[config.mk]
export PLATFORM = sky130hd
export DESIGN_NAME = uart_cmd_bridge_flat
export DESIGN_NICKNAME = d
export VERILOG_FILES = /design/src/rtl/uart_cmd_bridge_if.sv /design/src/rtl/uart_cmd_bridge.sv /design/src/flat_wrapper.sv
export SDC_FILE = /design/constraint.sdc
export NUM_CORES = 1
export LEC_CHECK = 0
export CELL_PAD_IN_SITES_DETAIL_PLACEMENT = 1
export CELL_PAD_IN_SITES_GLOBAL_PLACEMENT = 2
export CORE_ASPECT_RATIO = 0.75
export CORE_MARGIN = 3
export CORE_UTILIZATION = 29
export CTS_CLUSTER_DIAMETER = 80
export DETAILED_ROUTE_END_ITERATION = 16
export GPL_TIMING_DRIVEN = 0
export PLACE_DENSITY = 0.75
export SYNTH_ARGS = -nofsm -noshare
export SYNTH_HDL_FRONTEND = slang
export SYNTH_SLANG_ARGS = --single-unit
export TNS_END_PERCENT = 1
[constraint.sdc]
create_clock -name clk -period 2 [get_ports clk]
set_input_delay 0.4 -clock clk [delete_from_list [all_inputs] [get_ports clk]]
set_output_delay 0.4 -clock clk [all_outputs]
set_load 0.005 [all_outputs]
[src/rtl/uart_cmd_bridge_if.sv]
// Handshake bundle between the command bridge, the uart FIFOs
// and the register bus.
interface uart_cmd_bridge_if #(
    parameter int ADDR_W = 8,
    parameter int DATA_W = 8
);
    logic              rx_empty;
    logic [DATA_W-1:0] r_data;
    logic              rd_uart;
    logic              tx_full;
    logic              wr_uart;
    logic [DATA_W-1:0] w_data;
    logic [ADDR_W-1:0] bus_addr;
    logic [DATA_W-1:0] bus_wdata;
    logic              bus_we;
    logic              bus_re;
    logic [DATA_W-1:0] bus_rdata;
    logic              busy;
    logic              frame_err;

    modport master (
        input  rx_empty, r_data, tx_full, bus_rdata,
        output rd_uart, wr_uart, w_data, bus_addr, bus_wdata,
        output bus_we, bus_re, busy, frame_err
    );

    modport slave (
        output rx_empty, r_data, tx_full, bus_rdata,
        input  rd_uart, wr_uart, w_data, bus_addr, bus_wdata,
        input  bus_we, bus_re, busy, frame_err
    );
endinterface

[src/rtl/uart_cmd_bridge.sv]
// Serial command engine: decodes W/R frames from the rx FIFO,
// runs one register-bus access, answers with one tx byte.
module uart_cmd_bridge #(
    parameter int          ADDR_W      = 8,
    parameter int          DATA_W      = 8,
    parameter int          TIMEOUT_CYC = 100000,
    parameter logic [7:0]  CMD_WR      = 8'h57,
    parameter logic [7:0]  CMD_RD      = 8'h52,
    parameter logic [7:0]  RSP_ACK     = 8'h4B,
    parameter logic [7:0]  RSP_NAK     = 8'h3F
) (
    input  logic                clk,
    input  logic                rst,
    uart_cmd_bridge_if.master   bus
);
    localparam int CNT_W = (TIMEOUT_CYC > 1) ? $clog2(TIMEOUT_CYC) : 1;
    localparam logic [CNT_W-1:0] CNT_MAX = CNT_W'(TIMEOUT_CYC - 1);

    typedef enum logic [2:0] {
        IDLE, GET_ADDR, GET_DATA, BUS_WR, BUS_RD, RD_WAIT, SEND
    } state_t;

    state_t            r_state, w_next;
    logic              r_is_wr, w_is_wr;
    logic [CNT_W-1:0]  r_cnt, w_cnt;
    logic [DATA_W-1:0] r_w_data, w_w_data;
    logic [ADDR_W-1:0] r_addr, w_addr;
    logic [DATA_W-1:0] r_wdata, w_wdata;
    logic              w_rd, w_wr, w_we, w_re, w_ferr;

    always_ff @(posedge clk) begin
        if (rst) begin
            r_state  <= IDLE;
            r_is_wr  <= 1'b0;
            r_cnt    <= '0;
            r_w_data <= '0;
            r_addr   <= '0;
            r_wdata  <= '0;
        end else begin
            r_state  <= w_next;
            r_is_wr  <= w_is_wr;
            r_cnt    <= w_cnt;
            r_w_data <= w_w_data;
            r_addr   <= w_addr;
            r_wdata  <= w_wdata;
        end
    end

    always_comb begin
        w_next   = r_state;
        w_is_wr  = r_is_wr;
        w_cnt    = r_cnt;
        w_w_data = r_w_data;
        w_addr   = r_addr;
        w_wdata  = r_wdata;
        w_rd     = 1'b0;
        w_wr     = 1'b0;
        w_we     = 1'b0;
        w_re     = 1'b0;
        w_ferr   = 1'b0;
        unique case (r_state)
            IDLE: begin
                if (!bus.rx_empty) begin
                    w_rd  = 1'b1;
                    w_cnt = '0;
                    if (bus.r_data == CMD_WR) begin
                        w_is_wr = 1'b1;
                        w_next  = GET_ADDR;
                    end else if (bus.r_data == CMD_RD) begin
                        w_is_wr = 1'b0;
                        w_next  = GET_ADDR;
                    end else begin
                        w_w_data = RSP_NAK;
                        w_ferr   = 1'b1;
                        w_next   = SEND;
                    end
                end
            end
            GET_ADDR, GET_DATA: begin
                if (!bus.rx_empty) begin
                    w_rd  = 1'b1;
                    w_cnt = '0;
                    if (r_state == GET_ADDR) begin
                        w_addr = bus.r_data[ADDR_W-1:0];
                        w_next = r_is_wr ? GET_DATA : BUS_RD;
                    end else begin
                        w_wdata = bus.r_data;
                        w_next  = BUS_WR;
                    end
                end else if (r_cnt == CNT_MAX) begin
                    // Host went quiet mid-frame: drop it silently
                    w_ferr = 1'b1;
                    w_cnt  = '0;
                    w_next = IDLE;
                end else begin
                    w_cnt = r_cnt + CNT_W'(1);
                end
            end
            BUS_WR: begin
                w_we     = 1'b1;
                w_w_data = RSP_ACK;
                w_next   = SEND;
            end
            BUS_RD: begin
                w_re   = 1'b1;
                w_next = RD_WAIT;
            end
            RD_WAIT: begin
                w_w_data = bus.bus_rdata;
                w_next   = SEND;
            end
            SEND: begin
                if (!bus.tx_full) begin
                    w_wr   = 1'b1;
                    w_next = IDLE;
                end
            end
            default: w_next = IDLE;
        endcase
    end

    assign bus.rd_uart   = w_rd & ~rst;
    assign bus.wr_uart   = w_wr & ~rst;
    assign bus.bus_we    = w_we & ~rst;
    assign bus.bus_re    = w_re & ~rst;
    assign bus.frame_err = w_ferr & ~rst;
    assign bus.busy      = (r_state != IDLE) & ~rst;
    assign bus.w_data    = r_w_data;
    assign bus.bus_addr  = r_addr;
    assign bus.bus_wdata = r_wdata;
endmodule

[src/flat_wrapper.sv]
// flat-port wrapper written by rule: the top's interface ports become plain ports
module uart_cmd_bridge_flat 
#(
    parameter int          ADDR_W      = 8,
    parameter int          DATA_W      = 8,
    parameter int          TIMEOUT_CYC = 100000,
    parameter logic [7:0]  CMD_WR      = 8'h57,
    parameter logic [7:0]  CMD_RD      = 8'h52,
    parameter logic [7:0]  RSP_ACK     = 8'h4B,
    parameter logic [7:0]  RSP_NAK     = 8'h3F
)
  (clk, rst, bus_rx_empty, bus_r_data, bus_tx_full, bus_bus_rdata, bus_rd_uart, bus_wr_uart, bus_w_data, bus_bus_addr, bus_bus_wdata, bus_bus_we, bus_bus_re, bus_busy, bus_frame_err);
  uart_cmd_bridge_if #(.ADDR_W(ADDR_W), .DATA_W(DATA_W)) bus_i ();
  input  logic clk;
  input  logic rst;
  input wire logic [$bits(bus_i.rx_empty)-1:0] bus_rx_empty;
  input wire logic [$bits(bus_i.r_data)-1:0] bus_r_data;
  input wire logic [$bits(bus_i.tx_full)-1:0] bus_tx_full;
  input wire logic [$bits(bus_i.bus_rdata)-1:0] bus_bus_rdata;
  output wire logic [$bits(bus_i.rd_uart)-1:0] bus_rd_uart;
  output wire logic [$bits(bus_i.wr_uart)-1:0] bus_wr_uart;
  output wire logic [$bits(bus_i.w_data)-1:0] bus_w_data;
  output wire logic [$bits(bus_i.bus_addr)-1:0] bus_bus_addr;
  output wire logic [$bits(bus_i.bus_wdata)-1:0] bus_bus_wdata;
  output wire logic [$bits(bus_i.bus_we)-1:0] bus_bus_we;
  output wire logic [$bits(bus_i.bus_re)-1:0] bus_bus_re;
  output wire logic [$bits(bus_i.busy)-1:0] bus_busy;
  output wire logic [$bits(bus_i.frame_err)-1:0] bus_frame_err;
  assign bus_i.rx_empty = bus_rx_empty;
  assign bus_i.r_data = bus_r_data;
  assign bus_i.tx_full = bus_tx_full;
  assign bus_i.bus_rdata = bus_bus_rdata;
  assign bus_rd_uart = bus_i.rd_uart;
  assign bus_wr_uart = bus_i.wr_uart;
  assign bus_w_data = bus_i.w_data;
  assign bus_bus_addr = bus_i.bus_addr;
  assign bus_bus_wdata = bus_i.bus_wdata;
  assign bus_bus_we = bus_i.bus_we;
  assign bus_bus_re = bus_i.bus_re;
  assign bus_busy = bus_i.busy;
  assign bus_frame_err = bus_i.frame_err;
  uart_cmd_bridge #(.ADDR_W(ADDR_W), .DATA_W(DATA_W), .TIMEOUT_CYC(TIMEOUT_CYC), .CMD_WR(CMD_WR), .CMD_RD(CMD_RD), .RSP_ACK(RSP_ACK), .RSP_NAK(RSP_NAK)) u_core (.clk(clk), .rst(rst), .bus(bus_i));
endmodule
==> flow_summary.yaml, run 1 <==
sta:
  period_share_pct: 106
  skew_ns: 0.00998
  worst_slew_pin_slew_ns: 0.842
  drv_slew: 0
  rsz0062_at_grt: "true"
  worst_slack_ns: -0.129
  maxSlewHeadroom_pct: 43.4
  finalSetupViolations: 2
  holdWs_ns: 0.457
  fmax_mhz: 470
  min_period_ns: 2.13
  hold_violations: 0
worst_hold_path:
  hp-start: "u_core.bus.bus_wdata[4]$_SDFFE_PP0P_"
  whs_endpoint: "u_core.bus.bus_wdata[4]$_SDFFE_PP0P_"
  hold_depth: 2
  min_path_type: "reg2reg"
routing:
  wire_per_inst_um: 17.4
  dr.pass1.iters: 5
  routed_wl_um: 7680
  vias: 2329
  viasPerCell: 5.27
  antenna_left: 0
  post-route-drc-count: 0
  detail_route.iter0.violations: 178
logic_synthesis:
  avgSynthCellArea_um2: 8.34
  yosysTopAreaCell: "dfxtp_1"
  synth_flop_cell: "dfxtp_1"
  synth_mux_area_share_pct: 0.854
  synth-compound-area-share_pct: 21.5
  syn_inst: 281
  synth_seq_cells: 45
  yosysWarningCount: 0
  synth.net_count: 302
  synth_top_family_by_area: "simple AND/OR/NAND/NOR gates"
  synthXorXnorAreaFrac_pct: 1.87
  syn-cell-area_um2: 2340
  seq_area_frac_synth_pct: 38.4
  synth.distinct_cells: 56
  synthAdderAreaFrac_pct: 0.534
  synth.area.top_cells: "dfxtp_1 (38%), nand2_1 (7.7%), a21oi_1 (4.7%)"
  synthArstFlopShare_pct: 0
  synth_edf_count: 0
  synth_top_area_share_pct: 38.4
  yosys.area_share.simple_pct: 31.3
worst_setup_path:
  cp_max_fo: 4
  cp_num_buf_inv: 2
  rrSetupSlack_ns: 0.21
  crit_chain: "clkdlybuf4s50_1 > nand2b_1 > o31ai_4 > a211oi_2 > buf_2"
  critPathKind: "in2out"
  cp-startpoint: "bus_r_data[7]"
  critPathLaunchType: "input port"
  path_delay_family: "buffers and inverters"
  critical-path-slowest-cell: "clkdlybuf4s50_1"
  reg2reg_depth: 6
  cpPeakStageDelay_ns: 0.46
  crit_arrival_ns: 1.73
  reg2reg_to: "u_core.r_cnt[15]$_SDFFE_PP0P_"
  required_ns: 1.60
  end_kind: "output port"
  r2r-start: "u_core.r_cnt[12]$_SDFFE_PP0P_"
pwr:
  p_leak_nw: 1.10
  p_per_area_nw_per_um2: 893
  vdd_drop_max_mv: 0.359
  power_w: 0.00290
final_layout:
  final_common_cell: "nand2_1"
  multi_input_area_um2: 1440
  final_cell_mix: "nand2_1 (48), clkdlybuf4s50_1 (39), dfxtp_1 (39)"
  num-nets-final: 362
  seq_area_um2: 911
  drive_gt1_share_pct: 18.2
  syn_to_final_growth_pct: 38.4
  antenna_cells: 0
  nFillCells: 915
die:
  rows: 27
  start_util_pct: 30.8
  die_x_um: 110
  pin_count: 50
  die_area_um2: 9210
  die_h_um: 83.9
  core_area_um2: 7600
clock_network:
  tritoncts: "built"
  clockRootBuffer: "clkbuf_8"
  clkLatencyLatePin_ns: 0.30
  cts_hold_buffers: 0
  cts_buffer_depth: 2
  htreeDepth: 2
  cts_buffers: 5
  clk_pin_slew_worst_paths_ns: 0.08
  cts.sink_count: 45
status:
  status: "finished, violations left"
  violations: "negative setup slack"
global_route:
  grt_max_degree: 14
  track_usage_pct: 16.7
  gr-total-overflow: 0
  antenna_found_initial: 0
  grt_pass1_vias: 2249
  grt_first_pass_wirelength_um: 12300
place:
  io_buffers: 47
  gp_congestion: 0.777
  place_ws_ns: -0.700
  place_hpwl_um: 5620
job:
  drv_cap: 0
-- logic make-up after synthesis --
logic type / after synthesis
DFF: 45
buffers and inverters: 28
and+or+nand+nor: 127
xor gates and xnor gates: 5
AOI/OAI and AO/OA: 73
muxes: 2
adders and majority gates: 1
-- worst max path at each step --
stage | end | slack, ns | depth (start not counted)
after floorplan | bus_frame_err | 0.26 | 4
after global placement | bus_frame_err | -0.69 | 5
after detailed placement | bus_frame_err | -0.70 | 5
after CTS | bus_frame_err | -0.16 | 5
after global routing | bus_frame_err | -0.19 | 5
final | bus_frame_err | -0.13 | 5
-- state kept, by name, indices dropped and copies added (netlist names) --
name,cells
u_core.r_is_wr,1
u_core.bus.bus_wdata,8
u_core.r_cnt,17
u_core.bus.bus_addr,8
u_core.r_state,3
u_core.bus.w_data,8
-- what timing repair did --
| action | in CTS | in global routing |
|---|---|---|
| setup endpoints to repair | 12 | 5 |
| pin swaps | 4 | 5 |
| buffers inserted | 1 | 5 |
| resized for setup | 38 | 13 |
-- worst register-to-register path: stages, from the launching register on --
cell,delay [ns]
dfxtp_2,0.36
nor4_4,0.28
buf_4,0.15
nand4b_1,0.23
o211ai_4,0.35
buf_6,0.20
a22oi_1,0.09
-- per-layer routing --
metal / GRT usage [%] / wire length [µm] / vias up
li1: - / - / 1150
met1: 27.1 / 4200 / 1132
met2: 22.0 / 3120 / 37
met3: 3.40 / 291 / 10
met4: 3.06 / 65 / 0
met5: 0 / 0 / -
-- Yosys cell counts (3+ instances only) --
library cell / number
inv_1: 12
nand2_1: 48
o31ai_1: 4
nand2b_1: 3
xor2_1: 3
buf_2: 4
nor3_1: 8
nor3b_1: 3
nand4_1: 7
clkbuf_1: 8
nor2_1: 11
a22oi_1: 9
a221oi_1: 7
dfxtp_1: 45
buf_4: 3
a21oi_1: 22
o21ai_0: 13
nand3_1: 7
or3_1: 9
-- stage by stage --
| step | util [%] | cells | setup TNS (ns) | cell area, µm² |
|---|---|---|---|---|
| after floorplan | - | 281 | 0 | 2340 |
| after global placement | 38.7 | 429 | -4.58 | 2940 |
| after detailed placement | 38.7 | 429 | -4.61 | 2940 |
| after CTS | 41.9 | 437 | -0.270 | 3180 |
| after global routing | 42.7 | 442 | -0.484 | 3240 |
| final | 42.7 | 442 | -0.238 | 3240 |
-- power breakdown --
group | leakage, nW | switching (W) | internal (W) | total [W]
registers | 0.368 | 0.0000771 | 0.00100 | 0.00108
clock network | 0.0540 | 0.000319 | 0.000364 | 0.000682
logic | 0.677 | 0.000627 | 0.000508 | 0.00114
total | 1.10 | 0.00102 | 0.00187 | 0.00290
-- area by class of cell --
cell class	count	area share [%]
Multi-Input combinational cell	208	44.3
Sequential cell	45	28.1
Timing Repair Buffer	53	15.6
Tap cell	101	3.90
Buffer	16	3.51
Clock buffer	5	2.12
Inverter	12	1.39
Clock inverter	2	1.08
Note: power is estimated with default switching activity, not from simulation.
==> inputs of run 2 (changes only) <==
--- a/config.mk
+++ b/config.mk
@@ -5,6 +5,7 @@
 export SDC_FILE = /design/constraint.sdc
 export NUM_CORES = 1
 export LEC_CHECK = 0
+export CAP_MARGIN = 15
 export CELL_PAD_IN_SITES_DETAIL_PLACEMENT = 1
 export CELL_PAD_IN_SITES_GLOBAL_PLACEMENT = 2
 export CORE_ASPECT_RATIO = 0.75
==> results of run 2 <==
Same layout as run 1: the final DEF is identical, and so are final timing and power.
